### config.mk
export PLATFORM = sky130hd
export DESIGN_NAME = key_pulse_gen
export DESIGN_NICKNAME = d
export VERILOG_FILES = /design/src/rtl/key_pulse_gen.sv
export SDC_FILE = /design/constraint.sdc
export NUM_CORES = 1
export LEC_CHECK = 0
export CORE_MARGIN = 2
export CORE_UTILIZATION = 50
export CTS_CLUSTER_DIAMETER = 40
export CTS_CLUSTER_SIZE = 20
export DETAILED_ROUTE_END_ITERATION = 7
export GPL_TIMING_DRIVEN = 0
export PLACE_DENSITY = 0.68
export SLEW_MARGIN = 20
export SYNTH_ARGS = -nofsm -noshare
export SYNTH_HDL_FRONTEND = slang
export SYNTH_SLANG_ARGS = --single-unit
### constraint.sdc
create_clock -name clk -period 3.85 [get_ports clk]
set_clock_uncertainty 0.1 [all_clocks]
set_input_delay 0.385 -clock clk [delete_from_list [all_inputs] [get_ports clk]]
set_output_delay 0.385 -clock clk [all_outputs]
set_load 0.005 [all_outputs]
### src/rtl/key_pulse_gen.sv
// Synchronises, debounces and edge-detects four push-buttons into one-cycle press pulses.
// Define KEY_AUTOREPEAT_EN to add hold-to-repeat on the add/sub channels.
module key_pulse_gen #(
  parameter int unsigned CLK_FREQ_HZ     = 10_000_000,
  parameter int unsigned DEBOUNCE_MS     = 20,
  parameter bit          KEY_ACTIVE_LOW  = 1'b0,
  parameter int unsigned REPEAT_DELAY_MS = 500,
  parameter int unsigned REPEAT_RATE_MS  = 100
) (
  input  logic clk,
  input  logic rst,
  input  logic key_start_raw,
  input  logic key_reset_raw,
  input  logic key_add_raw,
  input  logic key_sub_raw,
  output logic start_pause_p,
  output logic reset_p,
  output logic add_p,
  output logic sub_p
);

  localparam int unsigned NUM_KEYS   = 4;
  localparam int unsigned DB_W       = 24;
  localparam int unsigned CYC_PER_MS = CLK_FREQ_HZ / 1000;
  localparam int unsigned DB_RAW     = CYC_PER_MS * DEBOUNCE_MS;
  localparam int unsigned DB_CNT     = (DB_RAW == 0) ? 1 : DB_RAW;
  localparam logic [DB_W-1:0] DB_LAST = DB_W'(DB_CNT - 1);

  logic [NUM_KEYS-1:0] raw_norm_c;
  logic [NUM_KEYS-1:0] sync1;
  logic [NUM_KEYS-1:0] sync2;
  logic [NUM_KEYS-1:0] stable;
  logic [NUM_KEYS-1:0] stable_q;
  logic [NUM_KEYS-1:0] press_c;
  logic [NUM_KEYS-1:0] rep_fire_c;
  logic [NUM_KEYS-1:0] pulse;
  logic [DB_W-1:0]     db_cnt [NUM_KEYS];

  // Bit order: 0 start, 1 reset, 2 add, 3 sub; internally 1 = pressed.
  assign raw_norm_c = {key_sub_raw, key_add_raw, key_reset_raw, key_start_raw}
                      ^ {NUM_KEYS{KEY_ACTIVE_LOW}};
  assign press_c    = stable & ~stable_q;

  // Synchroniser, edge-detect history and registered pulse outputs.
  always_ff @(posedge clk or posedge rst) begin
    if (rst) begin
      sync1    <= '0;
      sync2    <= '0;
      stable_q <= '0;
      pulse    <= '0;
    end else begin
      sync1    <= raw_norm_c;
      sync2    <= sync1;
      stable_q <= stable;
      pulse    <= press_c | rep_fire_c;
    end
  end

  // Debounce: a level is accepted only after DB_CNT consecutive differing samples.
  always_ff @(posedge clk or posedge rst) begin
    if (rst) begin
      stable <= '0;
      for (int unsigned k = 0; k < NUM_KEYS; k++) db_cnt[k] <= '0;
    end else begin
      for (int unsigned k = 0; k < NUM_KEYS; k++) begin
        if (sync2[k] == stable[k]) begin
          db_cnt[k] <= '0;
        end else if (db_cnt[k] == DB_LAST) begin
          stable[k] <= sync2[k];
          db_cnt[k] <= '0;
        end else begin
          db_cnt[k] <= db_cnt[k] + DB_W'(1);
        end
      end
    end
  end

`ifdef KEY_AUTOREPEAT_EN
  localparam int unsigned KEY_ADD       = 2;
  localparam int unsigned KEY_SUB       = 3;
  localparam int unsigned REP_W         = 32;
  localparam int unsigned REP_DELAY_RAW = CYC_PER_MS * REPEAT_DELAY_MS;
  localparam int unsigned REP_RATE_RAW  = CYC_PER_MS * REPEAT_RATE_MS;
  localparam int unsigned REP_DELAY     = (REP_DELAY_RAW == 0) ? 1 : REP_DELAY_RAW;
  localparam int unsigned REP_RATE      = (REP_RATE_RAW == 0) ? 1 : REP_RATE_RAW;
  localparam logic [REP_W-1:0] REP_DELAY_LAST = REP_W'(REP_DELAY - 1);
  localparam logic [REP_W-1:0] REP_RATE_LAST  = REP_W'(REP_RATE - 1);

  logic [REP_W-1:0]     rep_cnt [KEY_ADD:KEY_SUB];
  logic [KEY_SUB:KEY_ADD] rep_act;
  logic [KEY_SUB:KEY_ADD] rep_rate;

  always_comb begin
    rep_fire_c = '0;
    for (int unsigned c = KEY_ADD; c <= KEY_SUB; c++) begin
      rep_fire_c[c] = rep_act[c] & stable[c]
                      & (rep_cnt[c] == (rep_rate[c] ? REP_RATE_LAST : REP_DELAY_LAST));
    end
  end

  // Repeat timer restarts on each press pulse and is dropped as soon as the key releases.
  always_ff @(posedge clk or posedge rst) begin
    if (rst) begin
      rep_act  <= '0;
      rep_rate <= '0;
      for (int unsigned c = KEY_ADD; c <= KEY_SUB; c++) rep_cnt[c] <= '0;
    end else begin
      for (int unsigned c = KEY_ADD; c <= KEY_SUB; c++) begin
        if (!stable[c]) begin
          rep_act[c]  <= 1'b0;
          rep_rate[c] <= 1'b0;
          rep_cnt[c]  <= '0;
        end else if (press_c[c]) begin
          rep_act[c]  <= 1'b1;
          rep_rate[c] <= 1'b0;
          rep_cnt[c]  <= '0;
        end else if (rep_act[c]) begin
          if (rep_fire_c[c]) begin
            rep_rate[c] <= 1'b1;
            rep_cnt[c]  <= '0;
          end else begin
            rep_cnt[c] <= rep_cnt[c] + REP_W'(1);
          end
        end
      end
    end
  end
`else
  assign rep_fire_c = '0;
`endif

  assign start_pause_p = pulse[0];
  assign reset_p       = pulse[1];
  assign add_p         = pulse[2];
  assign sub_p         = pulse[3];

endmodule

==> metrics.sh <==
TOTAL_SWITCHING_POWER_uW=602
UTILIZATION=0.601
SEQ_POWER_SHARE=0.413
CTS_BUFFERS=17
GRT_PASS1_VIAS=4266
COMB_POWER_SHARE=0.024
OUTCOME='completed'
LAYOUT-DRIVE-GT1-SHARE=0.0886
WIRE_PER_INST_UM=14.9
POWERDENSITY_nW_PER_UM2=465
CORE.ROWCOUNT=38
CTS_RESIZED=0
WORST_HOLD_PATH_TYPE='in2async'
PLACED_AREA_UM2=5860
WORSTSETUPSTARTPOINTTYPE='flip-flop'
SYN-CELL-AREA_UM2=5560
CTS_HTREE_LEVELS=4
CTS.REPAIR_TIMING.SETUP_BUFFER_COUNT=0
CRIT_PATH_MAX_FO=10
REG2REG_SETUP_SLACK_NS=1.22
SYN_TO_FINAL_GROWTH_PCT=17.1
FINALCRITICALPERIOD_NS=2.63
CLOCK_TREE.ROOT_CELL='sky130_fd_sc_hd__clkbuf_8'
CRIT_PATH_MAX_INCR_DELAY_NS=0.81
MAXCAPVIOLCOUNT=0
NUMPORTBUFFERS=9
SWITCHING_SHARE=0.199
DESIGN.DIE.AREA_UM2=12000
TIMING.CRITICAL_PATH.SLOWEST_STAGE_CELL='sky130_fd_sc_hd__o41ai_1'
CRIT_BUF_INV=1
CTS_HOLD_BUFS=0
GLOBAL_ROUTE_WIRE_LENGTH_BEFORE_REPAIR_UM=19400
YS_SEQ_AREA_FRAC=0.522
SETUP_VIOL=0
FINAL_CRITICAL_PATH_SETUP_SLACK_NS=1.22
CTS_BUFFER_DEPTH=2
PIN_COUNT=10
PEAK_FREQ_MHz=380
COUNT_OF_STATE_ELEMENTS_AFTER_SYNTHESIS=116
CTS_TREE='yes'
TIMING_MAX_TRANSITION_VIOLATIONS_FINAL=0
CELLLEAKAGEPOWER_uW=0.00258
ROUTE.VIAS.TOTAL=4250
DIE-WIDTH_UM=109
DPL.CELL_COUNT=706
POSTROUTEWIRELENGTH_UM=11000
FF2FF_PATH_DEPTH=4
LAYOUT.CELL_AREA.NON_FILLER_UM2=6510
DP_HPWL_UM=7460
POST_LAYOUT_CELL_COUNT=738
POST-ROUTE-PERIOD-UTIL=0.683
STAGES_ON_WORST_SETUP_PATH=4
SYNTHESIS.AREA_PER_INSTANCE_UM2=10.0
TIMING.FINAL.HOLD_VIOLATIONS=0
PATH_DELAY_FAMILY='compound AO/OA/AOI/OAI gates'
DETAIL_ROUTE.FIRST_PASS.ITERATIONS=4
DRT_DRC_VIOLATIONS_LEFT=0
CTS.SINKS=116
NETLIST_INSTANCES=556
RSZ0062_AT_GRT='no'
MAXSLEWHEADROOM=0.343
SYNTH.DISTINCT_CELLS=46
REGTOREGSTARTPOINT='db_cnt[15]'
NUM_ANTENNA_CELLS=0
CLK_PIN_SLEW_NS=0.06
GP_CONGESTION=0.807
ANT_NETS=0
PLACE_WORST_SETUP_SLACK_NS=1.21
FLOORPLAN.INITIALDENSITY=0.513
GRT_ANTENNA_BEFORE_REPAIR=0
MAX_SLEW.WORST_PIN.SLEW_NS=0.976
SYN-NUM-NETS=566
SHARE_OF_TOTAL_POWER_IN_THE_CLOCK_NETWORK=0.563
GLOBALROUTE.TOTALOVERFLOW=0
FINISH.NET_COUNT=595
INITIALDRTVIOLATIONCOUNT=340
FINALSETUPTNS_NS=0
YOSYS_WARNINGS=0
TERMINUS_OF_THE_CRITICAL_FLOP_TO_FLOP_PATH='db_cnt[4]'
MAXIMUM_NUMBER_OF_PINS_ON_ONE_NET_BEFORE_GLOBAL_ROUTE_REPAIR=68
CRIT_TYPE='reg2reg'
GLOBAL_ROUTE.USAGE.TOTAL=0.209
MAX-VDD-IR-DROP_mV=0.373
PLACEABLECOREAREA_UM2=10800
VIASPERCELL=5.76
POWER.INTERNAL_uW=2430
CLK_LATENCY_NS=0.53
PATH_CELLS='or4_1, o41ai_1, clkbuf_1, nor2_1'
CRIT_ARRIVAL_NS=2.91
CRIT_REQUIRED_NS=4.14
DIE-HEIGHT_UM=109
SETUP.WORST_PATH.END_CLASS='flip-flop'
[final cells by class]
class | instances | area, µm²
clock buffers | 24 | 510
flip-flops and latches | 116 | 2900
clock inverters | 8 | 143
multi-input cells | 407 | 2510
inverters | 16 | 65.1
fillers | 896 | 4330
plain buffers | 17 | 85.1
well taps | 140 | 175
repair buffers | 10 | 118
[sequential cells by signal, indices dropped and copies added (netlist names)]
| signal | flops |
|---|---|
| db_cnt | 96 |
| pulse | 4 |
| stable | 4 |
| stable_q | 4 |
| sync1 | 4 |
| sync2 | 4 |
[stage by stage]
| stage | hold WS (ns) | total power (µW) |
|---|---|---|
| detailed placement | 0.235 | 1350 |
| global placement | 0.232 | 1340 |
| floorplan | 0.231 | 1320 |
| CTS | 0.172 | 3060 |
| global route | 0.187 | 3140 |
| finish | 0.173 | 3030 |
[synth_stat cells (all sizes together)]
master | instances | area, µm²
a21boi | 1 | 7.51
a21o | 1 | 7.51
a21oi | 37 | 189
and2 | 2 | 12.5
and3 | 6 | 38.8
and4 | 8 | 70.1
buf | 4 | 36.3
clkbuf | 13 | 48.8
dfrtp | 116 | 2900
ha | 4 | 50.1
inv | 16 | 60.1
mux2 | 4 | 45.0
mux2i | 2 | 20.0
nand2 | 34 | 128
nand2b | 1 | 6.26
nand3 | 40 | 200
nand3b | 2 | 15.0
nand4 | 17 | 113
nand4b | 2 | 17.5
nand4bb | 1 | 11.3
nor2 | 63 | 236
nor2b | 4 | 25.0
nor3 | 14 | 70.1
nor4 | 20 | 125
nor4b | 2 | 17.5
o21ai | 18 | 90.1
o31ai | 21 | 158
o41ai | 3 | 52.6
or2 | 1 | 6.26
or3 | 16 | 101
or4 | 29 | 223
or4b | 2 | 23.8
xnor2 | 31 | 272
xor2 | 21 | 184
[power by group through the flow]
| stage | clock network (µW) | registers (µW) | logic, µW |
|---|---|---|---|
| after global placement | 0 | 1270 | 71.6 |
| after detailed placement | 0 | 1270 | 77.2 |
| after global routing | 1800 | 1250 | 87.2 |
| final | 1700 | 1250 | 73.8 |
| after CTS | 1730 | 1250 | 77.2 |
| after floorplan | 0 | 1270 | 50.6 |
[per-layer routing]
metal	up-vias	wire length (µm)	GRT usage
met1	2092	5350	0.267
met5	-	0	0
met3	13	356	0.0705
li1	2099	-	-
met4	0	119	0.0778
met2	46	5200	0.330
[how the worst max path moves through the flow]
stage                           from        end  slack, ns
after global routing      db_cnt[15]  db_cnt[4]       1.01
after detailed placement  db_cnt[15]  db_cnt[3]       1.21
after CTS                 db_cnt[15]  db_cnt[3]       1.19
after global placement           rst   pulse[2]      -1.40
after floorplan                  rst  db_cnt[0]       0.29
final                     db_cnt[15]  db_cnt[4]       1.22
[cell families after synthesis]
group                      Yosys count  share of synthesized area
muxes                                6                     0.0117
and+or+nand+nor                    264                      0.259
AOI/OAI and AO/OA                   81                     0.0906
xor gates and xnor gates            52                     0.0819
adders and majority gates            4                    0.00900
buffers and inverters               33                     0.0261
DFF                                116                      0.522
[cell usage in the layout, fill, tap and decap left out, types with 16 or more instances in the layout]
cell type,Yosys,routed
sky130_fd_sc_hd__nor2_1,63,63
sky130_fd_sc_hd__a21oi_1,36,36
sky130_fd_sc_hd__nand3_1,40,40
sky130_fd_sc_hd__nand2_1,34,34
sky130_fd_sc_hd__nor4_1,20,20
sky130_fd_sc_hd__o31ai_1,21,21
sky130_fd_sc_hd__dfrtp_1,116,116
sky130_fd_sc_hd__nand4_1,16,16
sky130_fd_sc_hd__xnor2_1,31,31
sky130_fd_sc_hd__or4_1,27,27
sky130_fd_sc_hd__o21ai_0,17,17
sky130_fd_sc_hd__xor2_1,21,21
sky130_fd_sc_hd__clkbuf_16,0,16
Power figures use the tool's default switching activity.
